`config.mk`:
```
export PLATFORM = sky130hd
export DESIGN_NAME = jt89x_flat
export DESIGN_NICKNAME = d
export VERILOG_FILES = /design/src/rtl/jt89x_pkg.sv /design/src/rtl/jt89x_if.sv /design/src/rtl/jt89x_tone_gen.sv /design/src/rtl/jt89x.sv /design/src/flat_wrapper.sv
export SDC_FILE = /design/constraint.sdc
export NUM_CORES = 1
export LEC_CHECK = 0
export CAP_MARGIN = 10
export CELL_PAD_IN_SITES_DETAIL_PLACEMENT = 2
export CELL_PAD_IN_SITES_GLOBAL_PLACEMENT = 2
export CORE_AREA = 3 3 156 233
export DETAILED_ROUTE_END_ITERATION = 10
export DIE_AREA = 0 0 159 236
export MAX_ROUTING_LAYER = met4
export PLACE_DENSITY_LB_ADDON = 0.12
export SYNTH_ARGS = -nofsm -noshare
export SYNTH_HDL_FRONTEND = slang
export SYNTH_HIERARCHICAL = 1
export SYNTH_SLANG_ARGS = --single-unit
```
`constraint.sdc`:
```
create_clock -name clk -period 6.05 [get_ports clk]
set_input_delay 0.9075 -clock clk [delete_from_list [all_inputs] [get_ports clk]]
set_output_delay 0.9075 -clock clk [all_outputs]
set_load 0.01 [all_outputs]
```
`src/rtl/jt89x_pkg.sv`:
```
// Shared constants for the jt89x PSG: attenuation table, register map, noise rates.
package jt89x_pkg;

    // 2 dB per step, 15 is silent
    localparam logic [7:0] VOL_TBL [16] = '{
        8'd255, 8'd203, 8'd161, 8'd128, 8'd102, 8'd81, 8'd64, 8'd51,
        8'd40,  8'd32,  8'd26,  8'd20,  8'd16,  8'd13, 8'd10, 8'd0
    };

    localparam logic [2:0] TONE0 = 3'd0;
    localparam logic [2:0] VOL0  = 3'd1;
    localparam logic [2:0] TONE1 = 3'd2;
    localparam logic [2:0] VOL1  = 3'd3;
    localparam logic [2:0] TONE2 = 3'd4;
    localparam logic [2:0] VOL2  = 3'd5;
    localparam logic [2:0] NOISE = 3'd6;
    localparam logic [2:0] VOL3  = 3'd7;

    localparam logic [2:0] TONE_REG [3] = '{TONE0, TONE1, TONE2};
    localparam logic [2:0] VOL_REG  [4] = '{VOL0, VOL1, VOL2, VOL3};

    typedef enum logic [1:0] {
        NRate16    = 2'd0,
        NRate32    = 2'd1,
        NRate64    = 2'd2,
        NRateTone2 = 2'd3
    } nrate_e;

    // Signed (two's complement, 11b) contribution of one channel
    function automatic logic [10:0] contrib(input logic hi, input logic [3:0] vol);
        logic [10:0] a;
        a = {3'b000, VOL_TBL[vol]};
        return hi ? a : (~a + 11'd1);
    endfunction

endpackage

```
`src/rtl/jt89x_if.sv`:
```
// CPU-side write bus of the PSG: byte writes, stereo register strobe, busy flag.
interface jt89x_if;
    logic       wr_n;
    logic [7:0] din;
    logic       pan_wr;
    logic       ready;

    modport master (output wr_n, output din, output pan_wr, input ready);
    modport slave  (input wr_n, input din, input pan_wr, output ready);
endinterface

```
`src/rtl/jt89x_tone_gen.sv`:
```
// One square-wave tone channel: down-counter reloaded from the period register.
module jt89x_tone_gen (
    input  logic       clk,
    input  logic       rst,
    input  logic       cen_t,
    input  logic [9:0] tone,
    output logic       out,
    output logic       toggle
);
    logic [9:0] cnt_q;
    logic       dc;

    // Periods 0 and 1 park the output high instead of oscillating
    assign dc     = (tone[9:1] == 9'd0);
    assign toggle = cen_t & ~dc & (cnt_q <= 10'd1);

    // Counter and output flip-flop; period is only sampled at reload
    always_ff @(posedge clk or posedge rst) begin
        if (rst) begin
            cnt_q <= 10'd0;
            out   <= 1'b0;
        end else if (cen_t) begin
            if (dc) begin
                cnt_q <= 10'd0;
                out   <= 1'b1;
            end else if (cnt_q <= 10'd1) begin
                cnt_q <= tone;
                out   <= ~out;
            end else begin
                cnt_q <= cnt_q - 10'd1;
            end
        end
    end

endmodule

```
`src/rtl/jt89x.sv`:
```
// jt89x PSG top: write decode, busy timer, prescaler, noise LFSR, pan and stereo mixer.
module jt89x
    import jt89x_pkg::*;
#(
    parameter int unsigned LFSR_W    = 16,
    parameter logic [15:0] LFSR_TAP  = 16'h0009,
    parameter int unsigned DIV       = 16,
    parameter int unsigned READY_CYC = 32,
    parameter int unsigned OUT_W     = 11
) (
    input  logic                    clk,
    input  logic                    rst,
    input  logic                    clk_en,
    jt89x_if.slave                  bus,
    output logic signed [OUT_W-1:0] soundL,
    output logic signed [OUT_W-1:0] soundR
);
    localparam int unsigned       PW        = $clog2(DIV);
    localparam logic [LFSR_W-1:0] LFSR_INIT = {1'b1, {(LFSR_W-1){1'b0}}};
    localparam logic [LFSR_W-1:0] TAP       = LFSR_TAP[LFSR_W-1:0];

    logic              wr_n_s, wr_n_d, wr_acc;
    logic [7:0]        din_s;
    logic [2:0]        reg_sel, latch_q, ctrl_q;
    logic [15:0]       busy_q;
    logic [9:0]        tone_q [3];
    logic [3:0]        vol_q [4];
    logic [7:0]        pan_q;
    logic [PW-1:0]     presc_q;
    logic              cen_t;
    logic [2:0]        tone_out, tone_tog;
    logic              unused_tog;
    nrate_e            rate;
    logic [5:0]        ncnt_q, n_lim;
    logic              nclk_q, n_wrap, n_shift, fb, lfsr_reload;
    logic [LFSR_W-1:0] lfsr_q, lfsr_nxt;
    logic [3:0]        ch_hi;
    logic [10:0]       c;
    logic signed [10:0] sum_l, sum_r;

    assign wr_acc      = wr_n_d & ~wr_n_s & bus.ready;
    assign reg_sel     = din_s[7] ? din_s[6:4] : latch_q;
    assign bus.ready   = (busy_q == 16'd0);
    assign lfsr_reload = wr_acc & (reg_sel == NOISE);
    assign rate        = nrate_e'(ctrl_q[1:0]);
    assign cen_t       = clk_en & (&presc_q);
    // Only tone2's toggle drives the noise clock
    assign unused_tog  = ^tone_tog[1:0];

    // Synchronise wr_n; stages reset low so a strobe held through reset never commits
    always_ff @(posedge clk or posedge rst) begin
        if (rst) begin
            wr_n_s <= 1'b0;
            wr_n_d <= 1'b0;
            din_s  <= 8'd0;
        end else begin
            wr_n_s <= bus.wr_n;
            wr_n_d <= wr_n_s;
            din_s  <= bus.din;
        end
    end

    // Busy timer: counts clk_en pulses after each accepted write
    always_ff @(posedge clk or posedge rst) begin
        if (rst) begin
            busy_q <= 16'd0;
        end else if (wr_acc) begin
            busy_q <= 16'(READY_CYC);
        end else if (clk_en && busy_q != 16'd0) begin
            busy_q <= busy_q - 16'd1;
        end
    end

    // Register file: latch byte writes the low field, data byte the high/whole field
    always_ff @(posedge clk or posedge rst) begin
        if (rst) begin
            latch_q <= 3'd0;
            ctrl_q  <= 3'b100;
            for (int i = 0; i < 3; i++) tone_q[i] <= 10'd0;
            for (int i = 0; i < 4; i++) vol_q[i] <= 4'hF;
        end else if (wr_acc) begin
            if (din_s[7]) latch_q <= din_s[6:4];
            for (int i = 0; i < 3; i++) begin
                if (reg_sel == TONE_REG[i]) begin
                    if (din_s[7]) tone_q[i][3:0] <= din_s[3:0];
                    else          tone_q[i][9:4] <= din_s[5:0];
                end
            end
            for (int i = 0; i < 4; i++) begin
                if (reg_sel == VOL_REG[i]) vol_q[i] <= din_s[3:0];
            end
            if (reg_sel == NOISE) ctrl_q <= din_s[2:0];
        end
    end

    // Game Gear stereo register
    always_ff @(posedge clk or posedge rst) begin
        if (rst) begin
            pan_q <= 8'hFF;
        end else if (bus.pan_wr) begin
            pan_q <= bus.din;
        end
    end

    // Tick prescaler: DIV is a power of two so the counter wraps on its own
    always_ff @(posedge clk or posedge rst) begin
        if (rst) begin
            presc_q <= '0;
        end else if (clk_en) begin
            presc_q <= presc_q + PW'(1);
        end
    end

    for (genvar i = 0; i < 3; i++) begin : g_tone
        jt89x_tone_gen u_tone (
            .clk    (clk),
            .rst    (rst),
            .cen_t  (cen_t),
            .tone   (tone_q[i]),
            .out    (tone_out[i]),
            .toggle (tone_tog[i])
        );
    end

    // Noise clock selection and next LFSR state
    always_comb begin
        n_lim    = 6'd63;
        n_shift  = 1'b0;
        fb       = 1'b0;
        lfsr_nxt = lfsr_q;
        case (rate)
            NRate16: n_lim = 6'd15;
            NRate32: n_lim = 6'd31;
            default: n_lim = 6'd63;
        endcase
        n_wrap = (ncnt_q >= n_lim);
        if (rate == NRateTone2) n_shift = tone_tog[2] & ~tone_out[2];
        else                    n_shift = cen_t & n_wrap & ~nclk_q;
        fb       = ctrl_q[2] ? ^(lfsr_q & TAP) : lfsr_q[0];
        lfsr_nxt = {fb, lfsr_q[LFSR_W-1:1]};
        if (lfsr_nxt == '0) lfsr_nxt = LFSR_INIT;
    end

    // Noise divider flip-flop; shifts happen on its rising edge
    always_ff @(posedge clk or posedge rst) begin
        if (rst) begin
            ncnt_q <= 6'd0;
            nclk_q <= 1'b0;
        end else if (cen_t) begin
            if (n_wrap) begin
                ncnt_q <= 6'd0;
                nclk_q <= ~nclk_q;
            end else begin
                ncnt_q <= ncnt_q + 6'd1;
            end
        end
    end

    // LFSR: a control write reload beats a coincident shift
    always_ff @(posedge clk or posedge rst) begin
        if (rst) begin
            lfsr_q <= LFSR_INIT;
        end else if (lfsr_reload) begin
            lfsr_q <= LFSR_INIT;
        end else if (n_shift) begin
            lfsr_q <= lfsr_nxt;
        end
    end

    // Stereo mix of +/-amp contributions gated by the pan bits
    always_comb begin
        ch_hi = {lfsr_q[0], tone_out};
        c     = 11'd0;
        sum_l = 11'sd0;
        sum_r = 11'sd0;
        for (int i = 0; i < 4; i++) begin
            c = contrib(ch_hi[i], vol_q[i]);
            if (pan_q[4+i]) sum_l = sum_l + c;
            if (pan_q[i])   sum_r = sum_r + c;
        end
    end

    // Output samples refresh once per tick
    always_ff @(posedge clk or posedge rst) begin
        if (rst) begin
            soundL <= '0;
            soundR <= '0;
        end else if (cen_t) begin
            soundL <= OUT_W'(sum_l);
            soundR <= OUT_W'(sum_r);
        end
    end

endmodule
```
`src/flat_wrapper.sv`:
```
// flat-port wrapper written by rule: the top's interface ports become plain ports
module jt89x_flat import jt89x_pkg::*;
#(
    parameter int unsigned LFSR_W    = 16,
    parameter logic [15:0] LFSR_TAP  = 16'h0009,
    parameter int unsigned DIV       = 16,
    parameter int unsigned READY_CYC = 32,
    parameter int unsigned OUT_W     = 11
)
  (clk, rst, clk_en, soundL, soundR, bus_wr_n, bus_din, bus_pan_wr, bus_ready);
  jt89x_if bus_i ();
  input  logic clk;
  input  logic rst;
  input  logic clk_en;
  output logic signed [OUT_W-1:0] soundL;
  output logic signed [OUT_W-1:0] soundR;
  input wire logic [$bits(bus_i.wr_n)-1:0] bus_wr_n;
  input wire logic [$bits(bus_i.din)-1:0] bus_din;
  input wire logic [$bits(bus_i.pan_wr)-1:0] bus_pan_wr;
  output wire logic [$bits(bus_i.ready)-1:0] bus_ready;
  assign bus_i.wr_n = bus_wr_n;
  assign bus_i.din = bus_din;
  assign bus_i.pan_wr = bus_pan_wr;
  assign bus_ready = bus_i.ready;
  jt89x #(.LFSR_W(LFSR_W), .LFSR_TAP(LFSR_TAP), .DIV(DIV), .READY_CYC(READY_CYC), .OUT_W(OUT_W)) u_core (.clk(clk), .rst(rst), .clk_en(clk_en), .bus(bus_i), .soundL(soundL), .soundR(soundR));
endmodule
```
Yosys cells after proc, flatten, opt, wreduce, memory -nomap -nowiden
Memories as Yosys holds them, arrays and structs flattened. Index checks and enable logic that the tools add are counted.

Flip-flop bits (word level): 168. Bits in read-only memories: 512. Input bits: 13. Output and inout port bits: 23. Memories: 4.

Memories: (name not given) (words 16, bits a word 8, rd ports 1, clocked after Yosys merged registers in 0, write ports 0, RTL line jt89x_pkg.sv:32) `a = {3'b000, VOL_TBL[vol]};`; (name not given) (words 16, bits a word 8, rd ports 1, clocked after Yosys merged registers in 0, write ports 0, RTL line jt89x_pkg.sv:32); (name not given) (words 16, bits a word 8, rd ports 1, clocked after Yosys merged registers in 0, write ports 0, RTL line jt89x_pkg.sv:32); (name not given) (words 16, bits a word 8, rd ports 1, clocked after Yosys merged registers in 0, write ports 0, RTL line jt89x_pkg.sv:32).

Add/subtract/negate cells: 16. Order comparisons: 8. Eq/ne operators: 9. Mux-type cells: 42. Bitwise gates (word level): 24. Reductions and logical operators: 31.

Operators with widths (count): $mux W11 (12); $mux W16 (5); $add A11 B11 Y11 (6); $mux W8 (8); $mux W10 (6); $add A11 B1 Y11 const B (4); $not A8 Y11 (4); $logic_not A16 Y1 (2); $le A10 B1 Y1 const B (3); $sub A10 B1 Y10 const B (3); $logic_not A9 Y1 (3); $ge A5 B5 Y1 const B (4); $not A4 Y5 (4); $reduce_and A2 Y1 (9); $reduce_and A3 Y1 (6); $reduce_bool A16 Y1 (1); $reduce_xor A16 Y1 (1); $sub A16 B1 Y16 const B (1); $eq A3 B3 Y1 const B (4); $pmux W6 S2 (1); $reduce_bool A2 Y1 (5); $and A1 B1 Y1 (9); $mux W1 (8); $not A1 Y1 (7); 13 further kinds (14).

Depth between registers and ports, before layout
Gate-level depths: netlist of run 1.

Word-level depth: 14. Depth in mapped cells: 35.

Cells and area by module
Netlist of run 1, hierarchy kept.

By module, submodules not included: jt89x (times used 1, cells an instance 1120, area each 10371.2 µm²); jt89x_tone_gen (times used 3, cells an instance 86, area each 770.7 µm²).

Worst setup path before layout of run 1
Ideal clock, no wire load.

Path kind: register to register. From: register u_core/vol_q[12] (netlist bit). To: register u_core.soundL[10]. Setup time: 129 ps. Data arrival time: 5856 ps. Slack: 65 ps. Cell stages (with the launch flop): 35. Cell sequence: dfstp_2 > inv_1 > ha_1 > mux2_2 > nor2_1 > a21oi_1 > ha_1 > nor2_1 > a21oi_1 > and2_1 > ha_1 > a21o_1 > a21oi_1 > o21bai_1 > a21oi_1 > xnor2_1 > mux2_2 > ha_1 > o21ai_0 > nor2_1 > nor2_1 > xor2_1 > nand2_1 > o31a_1 > ha_1 > or2_2 > a21oi_1 > a31oi_1 > a31oi_1 > xnor2_1 > nand2_1 > xnor2_1 > xnor2_1 > xnor2_1 > o21ai_1.

Word-level cells in the longest chain between the ends: 14.

Ends and longest elaborated chain: start: declaration (RTL line jt89x.sv:27) `logic [3:0] vol_q [4];`; start signal: indexed assignment (RTL line jt89x.sv:90) `if (reg_sel == VOL_REG[i]) vol_q[i] <= din_s[3:0];`; $not A4 Y5 (not written as such) (*) (RTL line jt89x_pkg.sv:32); $mem_v2 Z16 W8 (*); $mux W8 (not written as such) (*) (2 in a row) (RTL line jt89x_pkg.sv:32); $not A8 Y11 (RTL line jt89x_pkg.sv:33) `return hi ? a : (~a + 11'd1);`; $add A11 B1 Y11 (RTL line jt89x_pkg.sv:33); $mux W11 (*) (RTL line jt89x_pkg.sv:33); $mux W11 (*) (RTL line jt89x.sv:178) `if (pan_q[4+i]) sum_l = sum_l + c;`; $add A11 B11 Y11 (RTL line jt89x.sv:178); $mux W11 (*) (RTL line jt89x.sv:178); $add A11 B11 Y11 (RTL line jt89x.sv:178); $mux W11 (*) (RTL line jt89x.sv:178); $add A11 B11 Y11 (RTL line jt89x.sv:178); $mux W11 (*) (RTL line jt89x.sv:178); end signal: assignment (RTL line jt89x.sv:189) `soundL <= OUT_W'(sum_l);`; end: declaration (RTL line jt89x.sv:15) `output logic signed [OUT_W-1:0] soundL,`.

Every way passes the cells marked *; elsewhere a longest branch is shown, timed or not. The select of a mux whose other input is x is not followed. A chain may end at the register's enable or synchronous reset.

Worst setup path after layout of run 1
From: register u_core/vol_q[13] (netlist bit). To: register u_core.soundL[10].

Same word-level chain as after synthesis.

==> results of run 1 <==
==> metal layers <==
layer / share of wire [%] / routed length, µm
met1: 38 / 18600
met2: 54 / 26630
met3: 2.0 / 976
met4: 5.6 / 2717
met5: 0 / 0
==> where the power goes <==
group	internal, W	total, W	switching (W)
Combinational	0.00310	0.00647	0.00337
Sequential	0.00136	0.00166	0.000296
Clock	0.000610	0.00122	0.000612
Total	0.00507	0.00935	0.00428
==> layout by cell type (no fill, tap or decap), types with 20 or more instances in the layout <==
cell type        instances
buf_4                  169
dfrtp_1                142
nor2_1                 122
nand2_1                110
o21ai_0                 74
ha_1                    73
mux2_2                  67
inv_1                   65
xnor2_1                 57
a21oi_1                 51
mux2i_1                 38
clkdlybuf4s50_1         35
xor2_1                  35
nand3_1                 30
dfstp_2                 26
a21oi_2                 24
a21o_1                  23
ha_4                    21
nand4_1                 20
nor3_1                  20
==> logic make-up after synthesis <==
group | count (synthesis) | synth area share, %
adders and majority gates | 105 | 10.71
and+or+nand+nor | 445 | 17.96
buffers and inverters | 123 | 4.064
xor gates and xnor gates | 100 | 6.905
muxes | 117 | 10.09
DFF | 168 | 33.40
AOI/OAI and AO/OA | 320 | 16.86
==> through the flow <==
stage | setup TNS (ns) | std cells | utilization (%)
4_1_cts | -0.004060 | 2011 | 45.23
6_report | -0.9000 | 2033 | 46.81
3_5_place_dp | -0.7133 | 1958 | 41.67
2_1_floorplan | 0 | 1378 | -
5_1_grt | -2.441 | 2032 | 46.81
3_3_place_gp | -0.2351 | 1958 | 41.67
==> repair_timing <==
action | CTS | global route
endpoints found under the setup margin | 6 | 8
buffers inserted | 21 | 21
gates resized for setup | 80 | 79
pin swaps | 48 | 50
endpoints found under the hold margin | 0 | 0
==> critical path: cells and delay by family (launching register included) <==
kind                       cells  cell delay, ns
AOI/OAI and AO/OA              6            1.43
xor gates and xnor gates       6            1.15
adders and majority gates      4            1.02
and+or+nand+nor                5            0.78
buffers and inverters          6            0.77
muxes                          3            0.63
DFF                            1            0.56
==> flip-flops by register name (all words and copies together), names as in the netlist <==
| register | count |
|---|---|
| u_core/g_tone.u_tone/cnt_q | 30 |
| u_core/ncnt_q | 6 |
| u_core/presc_q | 4 |
| u_core/busy_q | 16 |
| u_core/soundL | 11 |
| u_core/vol_q | 16 |
| u_core/din_s | 8 |
| u_core/wr_n_d | 1 |
| u_core/tone_q | 30 |
| u_core/soundR | 11 |
| u_core/latch_q | 3 |
| u_core/g_tone.u_tone/out | 3 |
| u_core/ctrl_q | 3 |
| u_core/lfsr_q | 16 |
| u_core/pan_q | 8 |
| u_core/wr_n_s | 1 |
| u_core/nclk_q | 1 |
==> final cells by class <==
cell class | instances | area, µm²
sequential | 168 | 4237
multi-input combinational | 1087 | 8722
fill | 3683 | 18340
inverter | 70 | 267.8
clock inverter | 15 | 220.2
clock buffer | 17 | 425.4
timing repair buffer | 208 | 1682
tap | 467 | 584.3
antenna | 1 | 2.502
==> worst min path at each step <==
stage                                to
final                     u_core/wr_n_d
after global routing      u_core/wr_n_d
after CTS                 u_core/wr_n_d
after detailed placement  u_core/wr_n_d
after global placement    u_core/wr_n_d
after floorplan           u_core/wr_n_d
==> results_dict.tcl, run 1 <==
set metrics [dict create \
    slowest_stage "dfstp_2" \
    drt-initial-drc-count 513 \
    antenna_found_initial 1 \
    use_met2_pct 45.19 \
    syn-num-nets 1496 \
    cts.hold.buffers_added 0 \
    synth_flop_cell "dfrtp_1" \
    reg2reg_from "u_core/vol_q[13]" \
    postSynthCellCount 1378 \
    place_area_mm2 0.01437 \
    cp-start-kind "register" \
    ant_nets 0 \
    crit_path_end "u_core/soundL[10]" \
    rsz0062_at_grt "yes" \
    fp.dieArea_mm2 0.03752 \
    grt_max_degree 99 \
    totalWireLength_um 48930 \
    final_max_slew_viol_count 0 \
    die_h_um 236 \
    min_delay_path_depth 0 \
    crit_path_max_incr_delay_ns 0.56 \
    avgRoutedWirePerCell_um 24.07 \
    ys_top_cells_by_count "dfrtp_1, nor2_1, nand2_1" \
    async_flop_share_pct 100.0 \
    crit_path_frequent_cell "xnor2_1" \
    area.growth.synth_to_final_pct 27.26 \
    relSlewSlack_pct 32.32 \
    crit_fanout 4 \
    startpoint "u_core/vol_q[13]" \
    grt_usage_pct 24.59 \
    layout-drive-gt1-share_pct 29.65 \
    synth-seq-cells 168 \
    path_class "reg2reg" \
    fmax_mhz 154.3 \
    met1_usage_pct 27.07 \
    via_per_inst 5.690 \
    arrival_ns 6.80 \
    hold_path.class "reg2reg" \
    maxCapViolCount 0 \
    clkLatencyLatePin_ns 0.47 \
    cts_inserted_buffers 17 \
    cts_tree "yes" \
    drc_errors 0 \
    routabilityCongestion 0.8742 \
    r2r-end "u_core/soundL[10]" \
    violations "negative setup slack" \
    ff2ff_path_depth 30 \
    grtUsageMet3_pct 2.688 \
    yosysTopAreaCellShare_pct 28.02 \
    clock_tree.buffer_depth 2 \
    path_clk_slew_ns 0.09 \
    ys_seq_area_share_pct 33.40 \
    htree_levels 4 \
    final_cell_area_mm2 0.01614 \
    yosys-top-cells-area "dfrtp_1, ha_1, mux2_2, dfstp_2, xnor2_1" \
    layout.nets 1670 \
    synth.most_common_cell "dfrtp_1" \
    num_vias 11567 \
    start_util_pct 36.79 \
    status "complete, but fails checks" \
    busiest_layer "met2" \
    setup_viol 5 \
    dr.pass1.iters 5 \
    syn_area_per_cell_um2 9.204 \
    synth_cell_types 86 \
    final_hold_viol_count 0 \
    power_w 0.009351 \
    first_global_vias 12695 \
    fin_ws_ns -0.4300 \
    numPortBuffers 35 \
    min_period_over_period_pct 107.1 \
    grt_pass1_wl_um 71670 \
    ys_warn_count 6 \
    ff2ff_setup_slack_ns -0.43 \
    hold_slack_ns 0.4388 \
    clock_sinks 168 \
    worst_slew_pin_slew_ns 1.009 \
    die_w_um 159 \
    fp-row-count 83 \
    syn-cell-area_mm2 0.01268 \
    hpwlAfterDp_um 31430 \
    cts-root-buf "clkbuf_16" \
    p_leak_nw 7.058 \
    core_mm2 0.03448 \
    dp_slack_ns -0.4198 \
    synth_top_area_cell "dfrtp_1" \
    cp.required_ns 6.37 \
    irDropWorstVdd_v 0.0002424 \
    end_kind "register" \
    gr-total-overflow 0 \
    min-delay-start "u_core/wr_n_s" \
    pin_count 36 \
    synth_edf_count 0 \
    powerDensity_mw_per_mm2 579.3 \
    period_minus_slack_ns 6.480 \
    skew_ns 0.02165 \
]
(Power assumes the default switching activity.)
==> run 2: changes to the inputs <==
- CORE_AREA: 3 3 156 233 -> 3 3 148 222
- DIE_AREA: 0 0 159 236 -> 0 0 151 225
- GPL_ROUTABILITY_DRIVEN: unset -> 0
- clock period: 6.05 -> 6.54 ns (I/O delays scaled with it)
==> results_dict.tcl, run 2 (synthesized netlist as in run 1, its figures left out) <==
set metrics [dict create \
    num_vias 10612 \
    slowest_stage "dfstp_2" \
    crit_path_max_incr_delay_ns 0.54 \
    p_leak_nw 6.277 \
    arrival_ns 6.73 \
    fill_cells 3342 \
    crit_fanout 3 \
    final_max_slew_viol_count 0 \
    gr-total-overflow 0 \
    area.growth.synth_to_final_pct 13.90 \
    layout_commonest_cell "dfrtp_1" \
    die_h_um 225 \
    via_per_inst 5.805 \
    dr.pass1.iters 5 \
    setup_viol 0 \
    pin_count 36 \
    period_minus_slack_ns 6.393 \
    dp_slack_ns -0.06761 \
    die_w_um 151 \
    ant_nets 0 \
    drt-initial-drc-count 329 \
    numPortBuffers 35 \
    relSlewSlack_pct 30.32 \
    grt_usage_pct 24.49 \
    min_period_over_period_pct 97.76 \
    clock_tree.buffer_depth 2 \
    avgRoutedWirePerCell_um 22.27 \
    maxCapViolCount 0 \
    core_mm2 0.03104 \
    start_util_pct 40.87 \
    layout.nets 1528 \
    grt_max_degree 95 \
    final_hold_viol_count 0 \
    top_regs "u_core/g_tone.u_tone/cnt_q (30), u_core/tone_q (30)" \
    n_antenna_cell 0 \
    path_class "reg2reg" \
    antenna_found_initial 1 \
    mostFrequentLayoutCells "dfrtp_1, nor2_1, nand2_1" \
    cts-root-buf "clkbuf_16" \
    path_clk_slew_ns 0.09 \
    cts_inserted_buffers 17 \
    htree_levels 4 \
    skew_ns 0.01966 \
    fmax_mhz 156.4 \
    first_global_vias 11618 \
    status "complete, no violations" \
    fp.dieArea_mm2 0.03398 \
    grt_pass1_wl_um 63750 \
    hold_path.class "reg2reg" \
    clkLatencyLatePin_ns 0.46 \
    irDropWorstVdd_v 0.0001990 \
    dpl.cell_count 1784 \
    end_kind "register" \
    clock_sinks 168 \
    hold_slack_ns 0.4356 \
    hpwlAfterDp_um 29710 \
    fin_ws_ns 0.1467 \
    powerDensity_mw_per_mm2 463.9 \
    cts_tree "yes" \
    drc_errors 0 \
    totalWireLength_um 40720 \
    cp-start-kind "register" \
    ff2ff_setup_slack_ns 0.15 \
    layout-drive-gt1-share_pct 18.20 \
    fp-row-count 79 \
    post_layout_nonfiller_instances 1828 \
    worst_slew_pin_slew_ns 1.039 \
    cp.required_ns 6.88 \
]
[run 2: cell types whose count changed in the layout (fill, tap and decap cells not counted), moves of 5 or more]
cell,before,now
o21ai_0,74,80
nor2_1,122,129
ha_1,73,85
nand2_2,8,1
ha_4,21,9
clkinv_8,6,1
a21oi_1,51,58
buf_4,169,31
nand2_1,110,117
[run 2: layer usage]
| layer | up-vias | global-route usage, % | routed length (µm) |
|---|---|---|---|
| li1 | 5003 | - | - |
| met1 | 5439 | 27.79 | 16710 |
| met2 | 116 | 45.14 | 22640 |
| met3 | 54 | 2.596 | 478 |
| met4 | 0 | 6.850 | 882 |
| met5 | - | - | 0 |
[run 2: final timing paths]
| path | to | cells after the start | from |
|---|---|---|---|
| max in group asynchronous | u_core/tone_q[17] | 3 | rst |
| min in group asynchronous | u_core/g_tone[1].u_tone/cnt_q[2] | 2 | rst |
| min reg2reg | u_core/wr_n_d | 0 | u_core/wr_n_s |
| max reg2reg | u_core/soundL[10] | 32 | u_core/vol_q[12] |
| min | u_core/wr_n_d | 0 | u_core/wr_n_s |
| max | u_core/soundL[10] | 32 | u_core/vol_q[12] |
[run 2: where the power goes]
| group | switching [W] | total [W] | leakage, nW | internal, W |
|---|---|---|---|---|
| registers | 0.000271 | 0.00153 | 2.11 | 0.00126 |
| clock network | 0.000504 | 0.00108 | 0.295 | 0.000580 |
| logic | 0.00227 | 0.00409 | 3.88 | 0.00182 |
| total | 0.00304 | 0.00670 | 6.28 | 0.00366 |
[run 2: timing repair]
| item | CTS | global route |
|---|---|---|
| pin swaps | 3 | 15 |
| hold buffers | 0 | 0 |
| buffers inserted | 2 | 10 |
| setup endpoints to repair | 1 | 4 |
| gates resized for setup | 5 | 58 |
[run 2: per-stage QoR]
step                      setup TNS, ns  total power (W)  cell area, µm²  util [%]
after floorplan                       0         0.004145           12680         -
after global placement                0         0.004981           13440     43.29
after detailed placement       -0.06761         0.005141           13440     43.29
after CTS                             0         0.006322           14070     45.35
after global routing            -0.1996         0.007245           14450     46.55
final                                 0         0.006702           14450     46.55
[run 2: layout make-up]
class	count	area (µm²)	share of cell area, %
Clock inverter	14	175.2	1.213
Sequential cell	168	4237	29.33
Tap cell	405	506.7	3.508
Timing Repair Buffer	66	583.1	4.036
Clock buffer	18	429.2	2.971
Multi-Input combinational cell	1087	8248	57.09
Inverter	70	267.8	1.853
[run 2: worst max-delay path: cells and delay by family (launching register included)]
family | cells | cell delay, ns
AO/OA/AOI/OAI | 12 | 1.63
adder cells (fa/ha/maj) | 5 | 1.62
AND/OR/NAND/NOR | 6 | 1.00
XOR/XNOR | 5 | 0.83
multiplexers | 3 | 0.56
flip-flops | 1 | 0.54
buffers and inverters | 1 | 0.09
